File: src/rtl/branch_target_predictor.sv
// Direct-mapped BTB with saturating counters: same-cycle next-PC lookup for IF and training/redirect from MEM.
// Optional performance counters are built when PERF_CNT_EN is defined.
module branch_target_predictor #(
    parameter int ADDR_W  = 32,
    parameter int ENTRIES = 16,
    parameter int CTR_W   = 2,
    parameter int CNT_W   = 32
) (
    input  logic              clk,
    input  logic              rst_n,
    input  logic [ADDR_W-1:0] if_pc,
    output logic              pred_hit,
    output logic              pred_taken,
    output logic [ADDR_W-1:0] pred_next_pc,
    input  logic              upd_valid,
    input  logic [ADDR_W-1:0] upd_pc,
    input  logic              upd_is_jump,
    input  logic              upd_taken,
    input  logic [ADDR_W-1:0] upd_target,
    input  logic              upd_pred_taken,
    input  logic [ADDR_W-1:0] upd_pred_target,
    input  logic              flush_all,
    output logic              mispredict,
    output logic [ADDR_W-1:0] redirect_pc
`ifdef PERF_CNT_EN
    ,
    output logic [CNT_W-1:0]  perf_branches,
    output logic [CNT_W-1:0]  perf_mispredicts,
    output logic [CNT_W-1:0]  perf_hits
`endif
);

    localparam int IDX_W = $clog2(ENTRIES);
    localparam int TAG_W = ADDR_W - IDX_W - 2;
    localparam logic [ADDR_W-1:0] PC_INC   = ADDR_W'(4);
    localparam logic [CTR_W-1:0]  CTR_MAX  = {CTR_W{1'b1}};
    localparam logic [CTR_W-1:0]  CTR_WEAK = CTR_W'(1) << (CTR_W - 1);

    function automatic logic [CTR_W-1:0] ctr_inc(input logic [CTR_W-1:0] c);
        return (c == CTR_MAX) ? c : c + CTR_W'(1);
    endfunction

    function automatic logic [CTR_W-1:0] ctr_dec(input logic [CTR_W-1:0] c);
        return (c == '0) ? c : c - CTR_W'(1);
    endfunction

    logic [ENTRIES-1:0] valid_q;
    logic [ENTRIES-1:0] jmp_q;
    logic [CTR_W-1:0]   ctr_q [ENTRIES];
    logic [TAG_W-1:0]   tag_q [ENTRIES];
    logic [ADDR_W-1:0]  tgt_q [ENTRIES];

    logic              mispredict_q, mispredict_d;
    logic [ADDR_W-1:0] redirect_q, redirect_d;

    logic [IDX_W-1:0] lk_idx, up_idx;
    logic [TAG_W-1:0] lk_tag, up_tag;
    logic             up_hit;
    logic             up_train;
    logic             wr_en, wr_tgt, wr_jmp;
    logic [CTR_W-1:0] ctr_d;

    logic unused_pc_lsb;
    assign unused_pc_lsb = ^{if_pc[1:0], upd_pc[1:0]};

    // Lookup: reads pre-edge contents, so a same-cycle update is not bypassed.
    always_comb begin
        lk_idx       = if_pc[IDX_W+1:2];
        lk_tag       = if_pc[ADDR_W-1:IDX_W+2];
        pred_hit     = valid_q[lk_idx] && (tag_q[lk_idx] == lk_tag);
        pred_taken   = pred_hit && (jmp_q[lk_idx] || ctr_q[lk_idx][CTR_W-1]);
        pred_next_pc = pred_taken ? tgt_q[lk_idx] : if_pc + PC_INC;
    end

    always_comb begin
        up_idx   = upd_pc[IDX_W+1:2];
        up_tag   = upd_pc[ADDR_W-1:IDX_W+2];
        up_hit   = valid_q[up_idx] && (tag_q[up_idx] == up_tag);
        up_train = upd_valid && !flush_all;
        wr_en    = 1'b0;
        wr_tgt   = 1'b0;
        wr_jmp   = jmp_q[up_idx];
        ctr_d    = ctr_q[up_idx];
        if (up_train && up_hit) begin
            wr_en = 1'b1;
            if (upd_is_jump) begin
                wr_tgt = 1'b1;
                wr_jmp = 1'b1;
                ctr_d  = CTR_MAX;
            end else if (upd_taken) begin
                wr_tgt = 1'b1;
                ctr_d  = ctr_inc(ctr_q[up_idx]);
            end else if (!jmp_q[up_idx]) begin
                ctr_d  = ctr_dec(ctr_q[up_idx]);
            end
        end else if (up_train && upd_taken) begin
            wr_en  = 1'b1;
            wr_tgt = 1'b1;
            wr_jmp = upd_is_jump;
            ctr_d  = upd_is_jump ? CTR_MAX : CTR_WEAK;
        end
    end

    // Mispredict is evaluated even when a flush suppresses training.
    always_comb begin
        mispredict_d = upd_valid && ((upd_pred_taken != upd_taken) ||
                       (upd_taken && (upd_pred_target != upd_target)));
        redirect_d   = redirect_q;
        if (mispredict_d) begin
            redirect_d = upd_taken ? upd_target : upd_pc + PC_INC;
        end
    end

    always_ff @(posedge clk or negedge rst_n) begin
        if (!rst_n) begin
            valid_q      <= '0;
            jmp_q        <= '0;
            mispredict_q <= 1'b0;
            redirect_q   <= '0;
            for (int i = 0; i < ENTRIES; i++) begin
                ctr_q[i] <= '0;
            end
        end else begin
            mispredict_q <= mispredict_d;
            redirect_q   <= redirect_d;
            if (flush_all) begin
                valid_q <= '0;
            end else if (wr_en) begin
                valid_q[up_idx] <= 1'b1;
                jmp_q[up_idx]   <= wr_jmp;
                ctr_q[up_idx]   <= ctr_d;
            end
        end
    end

    // Tag/target payload needs no reset; valid_q gates its use.
    always_ff @(posedge clk) begin
        if (rst_n && wr_en) begin
            tag_q[up_idx] <= up_tag;
            if (wr_tgt) begin
                tgt_q[up_idx] <= upd_target;
            end
        end
    end

    assign mispredict  = mispredict_q;
    assign redirect_pc = redirect_q;

`ifdef PERF_CNT_EN
    localparam logic [CNT_W-1:0] CNT_MAX = {CNT_W{1'b1}};

    function automatic logic [CNT_W-1:0] cnt_inc(input logic [CNT_W-1:0] c);
        return (c == CNT_MAX) ? c : c + CNT_W'(1);
    endfunction

    logic [CNT_W-1:0] perf_br_q, perf_br_d;
    logic [CNT_W-1:0] perf_mp_q, perf_mp_d;
    logic [CNT_W-1:0] perf_hit_q, perf_hit_d;

    always_comb begin
        perf_br_d  = upd_valid              ? cnt_inc(perf_br_q)  : perf_br_q;
        perf_mp_d  = mispredict_d           ? cnt_inc(perf_mp_q)  : perf_mp_q;
        perf_hit_d = (upd_valid && up_hit)  ? cnt_inc(perf_hit_q) : perf_hit_q;
    end

    always_ff @(posedge clk or negedge rst_n) begin
        if (!rst_n) begin
            perf_br_q  <= '0;
            perf_mp_q  <= '0;
            perf_hit_q <= '0;
        end else begin
            perf_br_q  <= perf_br_d;
            perf_mp_q  <= perf_mp_d;
            perf_hit_q <= perf_hit_d;
        end
    end

    assign perf_branches    = perf_br_q;
    assign perf_mispredicts = perf_mp_q;
    assign perf_hits        = perf_hit_q;
`endif

endmodule

File: config.mk
export PLATFORM = sky130hd
export DESIGN_NAME = branch_target_predictor
export DESIGN_NICKNAME = d
export VERILOG_FILES = /design/src/rtl/branch_target_predictor.sv
export SDC_FILE = /design/constraint.sdc
export NUM_CORES = 1
export LEC_CHECK = 0
export CAP_MARGIN = 0
export CORE_MARGIN = 2
export CORE_UTILIZATION = 35
export CTS_CLUSTER_DIAMETER = 120
export DETAILED_ROUTE_END_ITERATION = 10
export SYNTH_ARGS = -nofsm -noshare
export SYNTH_HDL_FRONTEND = slang
export SYNTH_SLANG_ARGS = --single-unit
File: constraint.sdc
create_clock -name clk -period 18.55 [get_ports clk]
set_input_delay 5.565 -clock clk [delete_from_list [all_inputs] [get_ports clk]]
set_output_delay 5.565 -clock clk [all_outputs]
set_load 0.05 [all_outputs]
==> flow_summary.json, run 1 <==
{
  "final.fill_count": 11600,
  "area_growth_syn_to_layout_pct": 16.4,
  "ctsLongestPathBuffers": 3,
  "async_flop_share_pct": 9.46,
  "timing.max_slew.rel_slack_pct": 20.3,
  "place.gp.congestion": 0.896,
  "crit_path_max_fanout": 70,
  "routedWlPerCell_um": 31.7,
  "worst_reg_to_reg_path_cell_count": 10,
  "hold_path.startpoint": "ctr_q[10]",
  "run_status": "finished clean",
  "drt.antenna.violating_nets": 0,
  "numCtsBuffers": 106,
  "pwr_cell_area_mw_per_mm2": 97.1,
  "setup.worst_path.end_class": "output pin",
  "portBuffers": 201,
  "yosysMostFrequentCell": "edfxtp_1",
  "floorplan.io_pins": 202,
  "number_of_flops_mapped_to_enable_cells_by_yosys": 928,
  "design.die.area_mm2": 0.135,
  "cts_post_setup_buffers_inserted": 0,
  "maxcap_violations": 0,
  "slew_violations": 0,
  "hold_path_end": "ctr_q[10]",
  "synth_sequential_area_ratio_pct": 65.5,
  "leading_cell_types_by_total_area_after_synthesis": "edfxtp_1 (60%), mux4_2 (17%), dfrtp_1 (5.3%)",
  "fin_crit_sh_pct": 88.9,
  "fin_setup_tns_ns": 0,
  "regToRegStartpoint": "tag_q[14][13]",
  "cts_tree": "done",
  "clkSinkCount": 1025,
  "pre_cts_slack_ns": 1.98,
  "critical_path.startpoint_type": "primary input",
  "floorplan.rows": 133,
  "initialDrtViolationCount": 3248,
  "finalWorstPathRequiredPeriod_ns": 16.48,
  "power.total_mw": 5.23,
  "antenna_found_initial": 12,
  "syn_nets": 2637,
  "global_route.usage.total_pct": 21.2,
  "synth_ff_type": "edfxtp_1",
  "rsz0062_at_grt": "false",
  "worst_clock_skew_ns": 0.0419,
  "synthDominantAreaCellType": "edfxtp_1",
  "critical_path.reg2reg.endpoint": "tgt_q[6][30]",
  "vias_post_dr": 26900,
  "start_util_pct": 35.2,
  "cts.root.buffer_cell": "clkbuf_16",
  "utilization_pct": 41.0,
  "finalNetCount": 2871,
  "r2r_setup_slack_ns": 13.21,
  "setup_violations": 0,
  "first_pass_iters": 5,
  "ir_drop_mv": 0.0858,
  "routed_via_density": 5.87,
  "syn_area_mm2": 0.0462,
  "critPathRequiredTime_ns": 12.98,
  "clkLatencyLatePin_ns": 0.72,
  "syn-instance-count": 2497,
  "clkSlewWorstSetupHoldPaths_ns": 0.06,
  "core_area_mm2": 0.131,
  "fin_cells": 4581,
  "grt_overflow_total": 0,
  "worstHoldPathCells": 1,
  "layout-drive-gt1-share_pct": 26.3,
  "synth.cells.most_frequent": "edfxtp_1 (928), mux4_2 (357), mux2i_1 (102)",
  "max_slew.worst_pin.slew_ns": 1.20,
  "arrival_ns": 10.92,
  "avgSynthCellArea_um2": 18.5,
  "remaining_drc_errors": 0,
  "grt_max_degree": 83,
  "post_cts_resized": 0,
  "post-synth-top-area-fraction_pct": 60.3,
  "htree_num_levels": 3,
  "ys.warnings.count": 0,
  "worst_slack_ns": 2.07,
  "criticalPathCategory": "in -> out",
  "route.final.wire_length_um": 145000,
  "static_leakage_nw": 17.4,
  "chipHeight_um": 367,
  "hpwl_um": 90300,
  "max_freq_mhz": 60.7,
  "post-place-cells": 4378,
  "grt_first_pass_wirelength_um": 205000,
  "hold_violations": 0,
  "first_global_vias": 27300,
  "die-width_um": 367,
  "netlist-cell-type-count": 79,
  "synth.ff_latch_count": 1025,
  "hold_path_class": "reg -> reg",
  "hold_buffers": 0
}
==> state kept, by name (all words and copies together) (netlist names) <==
register and count:
tgt_q 512, tag_q 416, ctr_q 32, redirect_pc 32, jmp_q 16, valid_q 16
mispredict 1
==> layout by cell type (no fill, tap or decap), types with 6 or more instances in the layout <==
cell / count
mux4_2: 357
xnor2_1: 72
dfrtp_1: 97
mux2_2: 84
nor4_1: 8
nor3b_2: 16
buf_4: 87
a211oi_1: 10
nand2_1: 96
a221oi_1: 6
and3_1: 11
nand3_1: 33
nor2_1: 43
o22ai_1: 46
clkinv_1: 24
mux2i_1: 102
edfxtp_1: 928
inv_1: 43
clkbuf_16: 106
nor3_2: 16
nand4_1: 24
o21ai_0: 40
a21oi_1: 42
nand2b_1: 8
a2bb2oi_1: 18
clkdlybuf4s50_1: 191
a22oi_1: 25
nor3_1: 24
xor2_1: 58
nor2b_1: 11
clkinv_2: 21
clkbuf_1: 20
clkbuf_8: 13
o22a_1: 34
==> worst max path at each step <==
stage          startpoint                to  slack, ns  cells after the start
6_report         if_pc[2]  pred_next_pc[31]       2.07                     11
5_1_grt          if_pc[2]  pred_next_pc[31]       1.84                     11
4_1_cts          if_pc[2]  pred_next_pc[31]       1.98                     11
3_5_place_dp     if_pc[2]  pred_next_pc[31]       1.98                     11
3_3_place_gp     if_pc[2]  pred_next_pc[31]       2.05                     11
2_1_floorplan    if_pc[2]   pred_next_pc[2]       3.76                     11
==> worst max-delay path: stages <==
cell	delay, ns
buf_8	0.46
buf_4	0.69
mux4_2	0.59
mux4_2	0.53
xnor2_1	0.16
nand4_1	0.27
or3_1	0.56
nor3_4	0.21
buf_4	0.54
mux2_2	0.42
clkdlybuf4s50_1	0.72
==> routing by layer <==
metal / global-route usage, % / vias to the layer above / part of all wire [%]
met5: 0 / - / 0.055
met3: 4.41 / 243 / 9.0
li1: - / 10800 / -
met1: 28.9 / 14400 / 40
met4: 5.96 / 12 / 2.8
met2: 34.3 / 1480 / 48
==> per-stage QoR <==
step | area (µm²) | hold slack, ns
after global placement | 50300 | 0.475
after global routing | 53800 | 0.524
final | 53800 | 0.503
after detailed placement | 50300 | 0.483
after floorplan | 46200 | 0.455
after CTS | 53800 | 0.510
==> power by group <==
part	leakage, nW	internal (mW)	total [mW]	switching [mW]
logic	6.11	0.220	0.538	0.318
registers	9.56	2.56	2.59	0.0310
clock network	1.69	1.18	2.10	0.919
total	17.4	3.96	5.23	1.27
==> area by class of cell <==
cell class                 count  area, µm²  area share (%)
sequential                  1025      30300            56.3
tap                         1755       2200            4.08
timing repair buffer         286       2660            4.94
antenna                        2       5.00         0.00930
inverter                      44        165           0.307
multi-input combinational   1268      15000            27.9
clock buffer                 139       2910            5.40
clock inverter                62        561            1.04
==> cell families (layout without fill, tap and decap cells) <==
family / after synthesis / count (layout) / synth area share, %
DFF: 1025 / 1025 / 65.5
muxes: 550 / 550 / 22.0
and+or+nand+nor: 322 / 322 / 3.58
AOI/OAI and AO/OA: 261 / 261 / 3.94
buffers and inverters: 204 / 531 / 2.37
xor gates and xnor gates: 130 / 130 / 2.46
adders and majority gates: 5 / 5 / 0.135
other: 0 / 2 / 0
(Power assumes the default switching activity.)
==> run 2: changes to the inputs <==
CTS_BUF_LIST = sky130_fd_sc_hd__clkbuf_8   (was default)
==> run 2 against run 1 <==
Compared with the run above: via count rose by 1.4%; hold slack worse by 0.0099 ns; cell count increased by 2.5%; combinational power hardly changed; critical path depth is the same; sequential cell count unchanged; count of clock-buffer cells in the layout is 40 higher; wire length up 0.52%; critical endpoint unchanged; utilization down 0.074 points; setup slack better by 0.0034 ns; final area shrank 0.18%; non-clock buffer count stayed put.
==> flow_summary.json, run 2 (synthesized netlist as in run 1, its figures left out) <==
{
  "top_flop_regs": "tgt_q: 512 flops, tag_q: 416 flops",
  "layout-drive-gt1-share_pct": 27.6,
  "clkSinkCount": 1025,
  "cts_post_setup_buffers_inserted": 0,
  "fin_crit_sh_pct": 88.8,
  "maxcap_violations": 0,
  "clkSlewWorstSetupHoldPaths_ns": 0.05,
  "crit_path_max_fanout": 70,
  "grt_busiest_layer": "met2",
  "critical_path.startpoint_type": "primary input",
  "max_slew.worst_pin.slew_ns": 1.20,
  "cts_tree": "done",
  "core_area_mm2": 0.131,
  "setup.worst_path.end_class": "output pin",
  "antenna_found_initial": 12,
  "design.die.area_mm2": 0.135,
  "grt_first_pass_wirelength_um": 207000,
  "floorplan.io_pins": 202,
  "finalWorstPathRequiredPeriod_ns": 16.48,
  "hold_violations": 0,
  "routed_via_density": 5.81,
  "critPathRequiredTime_ns": 12.98,
  "power.total_mw": 5.11,
  "cts.root.buffer_cell": "clkbuf_8",
  "post_cts_resized": 0,
  "arrival_ns": 10.91,
  "routedWlPerCell_um": 31.1,
  "remaining_drc_errors": 0,
  "clkLatencyLatePin_ns": 0.86,
  "hold_path_class": "reg -> reg",
  "max_freq_mhz": 60.7,
  "largest-register": "tgt_q",
  "groute.layer.met2.usage_pct": 34.4,
  "hold_buffers": 0,
  "timing.max_slew.rel_slack_pct": 19.9,
  "first_global_vias": 27800,
  "hpwl_um": 90300,
  "layout.cells.most_common_list": "edfxtp_1 (928), mux4_2 (357), clkdlybuf4s50_1 (191)",
  "ctsLongestPathBuffers": 3,
  "final_common_cell": "edfxtp_1",
  "rsz0062_at_grt": "false",
  "die-width_um": 367,
  "route.final.wire_length_um": 146000,
  "start_util_pct": 35.2,
  "run_status": "finished clean",
  "fin_setup_tns_ns": 0,
  "vias_post_dr": 27300,
  "drt.antenna.violating_nets": 0,
  "criticalPathCategory": "in -> out",
  "grt.met1_usage_pct": 28.6,
  "worst_clock_skew_ns": 0.0495,
  "pwr_cell_area_mw_per_mm2": 95.1,
  "place.gp.congestion": 0.896,
  "grtUsageMet3_pct": 5.25,
  "static_leakage_nw": 17.5,
  "finalNetCount": 2937,
  "setup_violations": 0,
  "grt_overflow_total": 0,
  "grt_max_degree": 83,
  "htree_num_levels": 4,
  "area_growth_syn_to_layout_pct": 16.2,
  "global_route.usage.total_pct": 21.4,
  "finish.instance_area_mm2": 0.0537,
  "numCtsBuffers": 172,
  "floorplan.rows": 133,
  "first_pass_iters": 6,
  "slew_violations": 0,
  "portBuffers": 201,
  "ir_drop_mv": 0.0752,
  "chipHeight_um": 367,
  "largest_register_ff_count": 512,
  "placed_area_mm2": 0.0503,
  "initialDrtViolationCount": 3248
}
==> run 2: area by class of cell <==
cell class	count	area, µm²
fill	11600	77600
sequential	1025	30300
multi-input combinational	1268	15000
timing repair buffer	286	2660
clock buffer	179	2460
tap	1755	2200
clock inverter	134	901
inverter	44	165
antenna	4	10.0
==> run 2: where the power goes <==
group          switching, mW  internal, mW  leakage, nW  total (mW)
combinational          0.318         0.220         6.11       0.538
sequential            0.0308          2.56         9.56        2.59
clock                  0.929          1.05         1.87        1.98
total                   1.28          3.83         17.5        5.11
==> run 2: worst paths after layout <==
kind / from / to / slack, ns / cells after the start
worst max-delay path: if_pc[2] / pred_next_pc[31] / 2.07 / 11
worst min-delay path: ctr_q[0] / ctr_q[0] / 0.49 / 1
worst max register to register: tag_q[14][13] / tgt_q[6][17] / 13.19 / 10
worst min register to register: ctr_q[0] / ctr_q[0] / 0.49 / 1
max in group asynchronous: rst_n / redirect_pc[0] / 12.43 / 2
min in group asynchronous: rst_n / valid_q[10] / 4.79 / 1
==> run 2: metal layers <==
layer / wire length [µm] / vias to the layer above
li1: - / 11000
met1: 57500 / 14500
met2: 69900 / 1586
met3: 14600 / 241
met4: 3930 / 12
met5: 74 / -
==> run 2: stage by stage <==
stage | setup slack (ns) | instances | utilization, % | hold slack (ns)
after floorplan | 3.76 | 2497 | - | 0.455
after global placement | 2.05 | 4378 | 38.3 | 0.475
after detailed placement | 1.98 | 4378 | 38.3 | 0.483
after CTS | 1.98 | 4691 | 40.9 | 0.495
after global routing | 1.84 | 4693 | 40.9 | 0.517
final | 2.07 | 4695 | 40.9 | 0.493
==> run 2: worst max-delay path, cell delays in order <==
cell and delay (ns):
buf_8 0.47, buf_4 0.68, mux4_2 0.59, mux4_2 0.52, xnor2_1 0.16, nand4_1 0.27
or3_1 0.56, nor3_4 0.21, buf_4 0.54, mux2_2 0.42, clkdlybuf4s50_1 0.72
==> run 3: changes to the inputs <==
CORE_UTILIZATION = 50   (was 35)
PLACE_DENSITY = 0.68   (was default)
==> run 3 against run 2 <==
Compared with the run above: final area is 1.7% lower; utilization is 17 points higher; wire length is 5.0% lower; clock power is 5% lower; hold slack better by 0.011 ns; critical endpoint is now pred_next_pc[3]; clock skew is 0.012 ns lower; count of clock-buffer cells in the layout is 5 lower; non-clock buffer count is 3 lower; sequential share of layout area is 0.98 points higher.
==> flow_summary.json, run 3 (synthesized netlist as in run 1, its figures left out) <==
{
  "static_leakage_nw": 17.5,
  "cts_tree": "done",
  "design.die.area_mm2": 0.0949,
  "layout.cells.most_common_list": "edfxtp_1 (928), mux4_2 (357), clkdlybuf4s50_1 (191)",
  "ir_drop_mv": 0.0702,
  "top_flop_regs": "tgt_q: 512 flops, tag_q: 416 flops",
  "critical_path.reg2reg.endpoint": "tag_q[7][12]",
  "final_common_cell": "edfxtp_1",
  "portBuffers": 201,
  "antenna_found_initial": 8,
  "area_growth_syn_to_layout_pct": 14.2,
  "timing.max_slew.rel_slack_pct": 13.4,
  "ctsLongestPathBuffers": 3,
  "clkSinkCount": 1025,
  "numCtsBuffers": 166,
  "hold_path.startpoint": "ctr_q[0]",
  "start_util_pct": 50.4,
  "die-width_um": 308,
  "hold_path_class": "reg -> reg",
  "rsz0062_at_grt": "false",
  "arrival_ns": 10.68,
  "cts_post_setup_buffers_inserted": 0,
  "crit_path_max_fanout": 41,
  "post_cts_resized": 0,
  "max_slew.worst_pin.slew_ns": 1.30,
  "core_area_mm2": 0.0917,
  "layout-drive-gt1-share_pct": 27.1,
  "pwr-share-comb_pct": 10.7,
  "p_int_mw": 3.77,
  "hold_buffers": 0,
  "r2r_setup_slack_ns": 12.76,
  "htree_num_levels": 4,
  "first_pass_iters": 6,
  "largest_register_ff_count": 512,
  "switchingPower_mw": 1.25,
  "criticalPathCategory": "in -> out",
  "p_seq_share_pct": 51.6,
  "drt.antenna.violating_nets": 0,
  "worstHoldPathCells": 1,
  "worst_clock_skew_ns": 0.0374,
  "grt_first_pass_wirelength_um": 196000,
  "cts.root.buffer_cell": "clkbuf_8",
  "global_route.usage.total_pct": 29.4,
  "first_global_vias": 27500,
  "fin_crit_sh_pct": 87.6,
  "routedWlPerCell_um": 33.7,
  "fin_setup_tns_ns": 0,
  "grt_overflow_total": 0,
  "pwr_cell_area_mw_per_mm2": 95.1,
  "regToRegStartpoint": "tag_q[14][13]",
  "routed_via_density": 6.69,
  "worst_reg_to_reg_path_cell_count": 11,
  "run_status": "finished clean",
  "largest-register": "tgt_q",
  "floorplan.rows": 111,
  "slew_violations": 0,
  "vias_post_dr": 27500,
  "critPathRequiredTime_ns": 12.98,
  "finalNetCount": 2928,
  "floorplan.io_pins": 202,
  "final.fill_count": 6850,
  "hpwl_um": 86400,
  "clkSlewWorstSetupHoldPaths_ns": 0.06,
  "clkLatencyLatePin_ns": 0.85,
  "hold_violations": 0,
  "power_share_of_the_clock_group_pct": 37.7,
  "place.gp.congestion": 0.917,
  "setup_violations": 0,
  "max_freq_mhz": 61.6,
  "route.final.wire_length_um": 139000,
  "setup.worst_path.end_class": "output pin",
  "power_switching_share_pct": 24.8,
  "finalWorstPathRequiredPeriod_ns": 16.24,
  "remaining_drc_errors": 0,
  "maxcap_violations": 0,
  "hold_path_end": "ctr_q[0]",
  "initialDrtViolationCount": 4012,
  "critical_path.startpoint_type": "primary input",
  "chipHeight_um": 308,
  "grt_max_degree": 129,
  "whs_ns": 0.505
}
==> run 3: cell types whose count changed in the layout (fill, tap and decap cells not counted), moves of 3 or more <==
cell	previous run	this run
inv_8	4	1
inv_6	0	5
inv_1	85	100
clkinv_1	45	33
clkbuf_8	179	174
clkinv_2	25	18
==> run 3: how the worst max path moves through the flow <==
stage / startpoint / end / slack, ns / cells after the start
final: if_pc[2] / pred_next_pc[3] / 2.31 / 12
after CTS: if_pc[2] / pred_next_pc[3] / 2.20 / 12
after global routing: if_pc[2] / pred_next_pc[3] / 1.98 / 12
after global placement: if_pc[2] / pred_next_pc[21] / 2.28 / 12
after detailed placement: if_pc[2] / pred_next_pc[21] / 2.23 / 12
after floorplan: if_pc[2] / pred_next_pc[2] / 3.76 / 11
==> run 3: routing by layer <==
layer,vias to the layer above,global-route usage [%],routed length [µm]
li1,10900,-,-
met1,14400,40.4,52000
met2,1907,45.6,65000
met3,278,7.98,17100
met4,8,10.5,4510
met5,-,0,56
==> run 3: worst max-delay path: stages <==
cell             delay (ns)
buf_8                  0.34
buf_4                  0.67
mux4_2                 0.58
mux4_2                 0.51
xnor2_1                0.20
nand2_1                0.08
nor4b_1                0.51
nand3_1                0.25
nor3_4                 0.21
buf_4                  0.49
mux2_2                 0.42
clkdlybuf4s50_1        0.70
==> run 3: power by group through the flow <==
| stage | clock network (mW) | registers, mW | logic, mW |
|---|---|---|---|
| 6_report | 1.89 | 2.59 | 0.539 |
| 5_1_grt | 2.01 | 2.59 | 0.564 |
| 4_1_cts | 1.92 | 2.59 | 0.536 |
| 3_5_place_dp | 0 | 2.63 | 0.534 |
| 3_3_place_gp | 0 | 2.63 | 0.527 |
| 2_1_floorplan | 0 | 2.66 | 0.284 |
==> run 3: area by class of cell <==
| class | count | area [µm²] | share of cell area [%] |
|---|---|---|---|
| repair buffers | 283 | 2640 | 5.00 |
| clock buffers | 174 | 2390 | 4.54 |
| well taps | 1186 | 1480 | 2.81 |
| multi-input cells | 1268 | 15000 | 28.5 |
| inverters | 44 | 165 | 0.313 |
| flip-flops and latches | 1025 | 30300 | 57.4 |
| diodes | 4 | 10.0 | 0.0190 |
| clock inverters | 126 | 779 | 1.48 |
==> run 3: through the flow <==
stage | setup slack [ns] | power, mW | util, % | area [µm²] | instances
2_1_floorplan | 3.76 | 2.95 | - | 46200 | 2497
3_3_place_gp | 2.28 | 3.16 | 54.1 | 49600 | 3806
3_5_place_dp | 2.23 | 3.17 | 54.1 | 49600 | 3806
4_1_cts | 2.20 | 5.04 | 57.6 | 52800 | 4106
5_1_grt | 1.98 | 5.17 | 57.6 | 52800 | 4109
6_report | 2.31 | 5.02 | 57.6 | 52800 | 4110
==> RTL change 1: new RTL, settings of run 3 <==
Change the parameter `CTR_W` from 2 to 4.
--- a/src/rtl/branch_target_predictor.sv
+++ b/src/rtl/branch_target_predictor.sv
@@ -5,3 +5,3 @@
     parameter int ENTRIES = 16,
-    parameter int CTR_W   = 2,
+    parameter int CTR_W   = 4,
     parameter int CNT_W   = 32
Check against the original RTL: not settled (the Yosys comparison gave no result); the edit may change what the design does.
==> RTL change 1 against run 3 <==
Final cell count rose by 2.9%. Critical endpoint is now pred_next_pc[28]. Routed wire length shrank 0.78%. Design area grew 3.1%. Register-to-register slack lost 0.07 ns. Worst hold slack lost 0.0083 ns. Global-route usage is 1.0 points lower. Sequential cell count grew 32. Critical path type unchanged. Synthesized area rose by 3.0%. Critical path depth up 1. Worst setup slack worse by 0.054 ns. Utilization is 0.16 points lower. Total power rose by 3.3%.
==> RTL change 1: results <==
[global_routing]
grtUsageMet3_pct = 6.848
grt_pass1_wl_um = 197400
use_met1_pct = 38.83
grt_usage_pct = 28.37
antenna_found_initial = 11

[status]
status = complete, no violations

[synthesis]
ys_seq_area_share_pct = 65.31
ys_async_sr_fraction_pct = 12.20
synth_commonest_cells = 928 x edfxtp_1, 362 x mux4_2, 129 x dfrtp_1
avgSynthCellArea_um2 = 18.84
postSynthNetCount = 2669

[worst_setup_path]
reg2reg_from = tag_q[15][19]$_DFFE_PP_
cp_slowest_cell = nor3_1
slowest_delay_ns = 0.90

[final_layout]
nets = 2959
n_fill_cell = 7034
reg.largest.list = tgt_q x512, tag_q x416, ctr_q x64
stdcell_area_mm2 = 0.05442

[power]
powerSeq_w = 0.00268
swShare_pct = 25.06
powerDensity_mw_per_mm2 = 95.29
power_frac_comb_pct = 11.1

[detailed_routing]
route.met2.wl_um = 65230
wl_per_cell_um = 32.52

[place]
placed_cell_area_mm2 = 0.05114
place_ws_ns = 2.146

[clocking]
cts_buffers = 169

[sta]
final.setup_skew_ns = 0.04652
relSlewSlack_pct = 18.82

[hold_path]
hold_path.startpoint = valid_q[11]$_DFFE_PN0P_
RTL change 1: changes by cell type after synthesis, sizes merged, moves of 24 or more:
cell	run 3	this run
o22a	34	64
a22oi	25	1
o22ai	46	3
inv	43	13
dfrtp	97	129
mux4	361	393
RTL change 1: final cells by class:
class                           count  share of cell area (%)
Sequential cell                  1057                   57.14
Timing Repair Buffer              279                   4.796
Multi-Input combinational cell   1296                   29.03
Antenna cell                        6                 0.02759
Clock buffer                      182                   4.603
Inverter                           14                 0.09657
Clock inverter                    132                   1.391
Tap cell                         1265                   2.909
RTL change 1: kinds of logic after synthesis:
| logic type | Yosys count | share of synthesized area, % |
|---|---|---|
| buffers and inverters | 174 | 1.790 |
| adder cells (fa/ha/maj) | 7 | 0.1840 |
| flip-flops | 1057 | 65.31 |
| AO/OA/AOI/OAI | 217 | 3.301 |
| AND/OR/NAND/NOR | 331 | 3.372 |
| XOR/XNOR | 154 | 2.833 |
| multiplexers | 587 | 23.21 |
==> RTL change 2: new RTL, flow settings as in run 3 <==
Made on the original files. Put a register stage on the output `pred_next_pc`, cleared by the reset. The value now appears one clock later. The other outputs are not delayed to match.
--- a/src/rtl/branch_target_predictor.sv
+++ b/src/rtl/branch_target_predictor.sv
@@ -38,2 +38,4 @@
 
+    logic [ADDR_W-1:0] pred_next_pc_d;
+
     function automatic logic [CTR_W-1:0] ctr_inc(input logic [CTR_W-1:0] c);
@@ -71,3 +73,3 @@
         pred_taken   = pred_hit && (jmp_q[lk_idx] || ctr_q[lk_idx][CTR_W-1]);
-        pred_next_pc = pred_taken ? tgt_q[lk_idx] : if_pc + PC_INC;
+        pred_next_pc_d = pred_taken ? tgt_q[lk_idx] : if_pc + PC_INC;
     end
@@ -182,2 +184,10 @@
 
+    always_ff @(posedge clk or negedge rst_n) begin
+        if (!rst_n) begin
+            pred_next_pc <= '0;
+        end else begin
+            pred_next_pc <= pred_next_pc_d;
+        end
+    end
+
 endmodule
Check against the original RTL: not equivalent (Yosys sat finds a counterexample within 4 cycles, from zero or initial values and one cycle with rst_n low).
==> RTL change 2 against run 3 <==
Critical path depth fell by 4. Sequential share of layout area is 0.25 points higher. Global-route usage decreased by 1.5 points. Sequential cell count rose by 32. Worst setup slack gained 0.47 ns. Register-to-register slack gained 0.74 ns. Routed wire length fell by 2.9%. Design area up 2.2%. Total power up 2.8%. Via count fell by 0.71%. Synthesized area rose by 1.9%. Critical path type unchanged. Largest cell class unchanged. Highest routed layer unchanged.
==> RTL change 2: results <==
[detailed_routing]
vias = 27290
wl_per_cell_um = 31.82
firstDrtPassIters = 5
drtIter0Drc = 3536

[global_routing]
grt_start_max_net_pins = 134
grt_pass1_wl_um = 193200
grtUsageMet3_pct = 6.378
grt_use_met2_pct = 44.58
grt_pass1_vias = 27690
grt_usage_pct = 27.88
use_met1_pct = 37.88

[power]
intPower_w = 0.003895
ir_drop_v = 0.00006433
leakage_nw = 17.93

[synthesis]
synth_area_leaders = edfxtp_1 59%, mux4_2 18%, dfrtp_1 6.9%
synth.distinct_cells = 61
postSynthNetCount = 2702
synth_edf_count = 928
synth_commonest_cells = 928 x edfxtp_1, 367 x mux4_2, 129 x dfrtp_1
ys_async_sr_fraction_pct = 12.20
ys_seq_area_share_pct = 66.00

[worst_setup_path]
ff2ff_setup_slack_ns = 13.50
critPathMaxFanout = 62
worstSetupStartpoint = if_pc[4]
slowest_delay_ns = 0.84
r2r_cells = 11
cp-endpoint = pred_taken
cp_slowest_cell = nor4b_1
arrival_ns = 10.21
r2r_end = tgt_q[3][19]$_DFFE_PP_
reg2reg_from = tag_q[2][12]$_DFFE_PP_

[clocking]
cts_buffers = 168
worstSkewPairLatency_ns = 0.86

[place]
finalWeightedCongestion = 0.8902
dpl.hpwl_um = 81080
port_buffers = 201
placed_cell_area_mm2 = 0.05065

[final_layout]
drive_above_1_share_pct = 26.13
reg.largest.list = tgt_q x512, tag_q x416
n_fill_cell = 7026

[sta]
tightest_slew_ns = 1.149
final.setup_skew_ns = 0.04478

[status]
status = complete, no violations
==> RTL change 2: final cells by class <==
| type | instances | area [um^2] | area share (%) |
|---|---|---|---|
| well taps | 1254 | 1569 | 2.908 |
| multi-input cells | 1301 | 15240 | 28.25 |
| clock buffers | 180 | 2477 | 4.592 |
| inverters | 33 | 123.9 | 0.2296 |
| diodes | 3 | 7.507 | 0.01391 |
| flip-flops and latches | 1057 | 31090 | 57.63 |
| repair buffers | 279 | 2619 | 4.854 |
| clock inverters | 124 | 823.3 | 1.526 |
==> RTL change 2: worst min path at each step <==
stage	slack (ns)	start	depth (start not counted)	end
after floorplan	0.50	ctr_q[3]$_DFFE_PN0P_	1	ctr_q[3]$_DFFE_PN0P_
after global placement	0.49	redirect_pc[9]$_DFFE_PN0P_	1	redirect_pc[9]$_DFFE_PN0P_
after detailed placement	0.50	redirect_pc[4]$_DFFE_PN0P_	1	redirect_pc[4]$_DFFE_PN0P_
after CTS	0.51	redirect_pc[4]$_DFFE_PN0P_	1	redirect_pc[4]$_DFFE_PN0P_
after global routing	0.53	redirect_pc[6]$_DFFE_PN0P_	1	redirect_pc[6]$_DFFE_PN0P_
final	0.50	redirect_pc[4]$_DFFE_PN0P_	1	redirect_pc[4]$_DFFE_PN0P_
==> RTL change 2: metal layers <==
layer  wire [um]  part of all wire (%)
met5          44                 0.033
met4        4412                   3.3
met3       12880                   9.6
met2       65260                    48
met1       52020                    39
==> RTL change 2: cell families after synthesis <==
group | Yosys count | share of synthesized area, %
and+or+nand+nor | 356 | 3.907
adders and majority gates | 5 | 0.1328
DFF | 1057 | 66.00
xor gates and xnor gates | 134 | 2.491
buffers and inverters | 204 | 2.037
AOI/OAI and AO/OA | 257 | 3.740
muxes | 549 | 21.69
==> RTL change 2: power by group through the flow <==
stage	Clock, W	Sequential [W]	Combinational, W
6_report	0.00196	0.00266	0.000535
4_1_cts	0.00199	0.00266	0.000535
5_1_grt	0.00209	0.00267	0.000562
3_3_place_gp	0	0.00271	0.000524
3_5_place_dp	0	0.00271	0.000533
2_1_floorplan	0	0.00275	0.000271
==> RTL change 2: stage by stage <==
stage / instances / worst slack (ns) / util, %
finish: 4231 / 2.778 / 57.81
global route: 4230 / 2.498 / 57.81
CTS: 4228 / 2.728 / 57.80
detailed placement: 3924 / 2.762 / 54.27
global placement: 3924 / 2.762 / 54.27
floorplan: 2562 / 2.472 / -
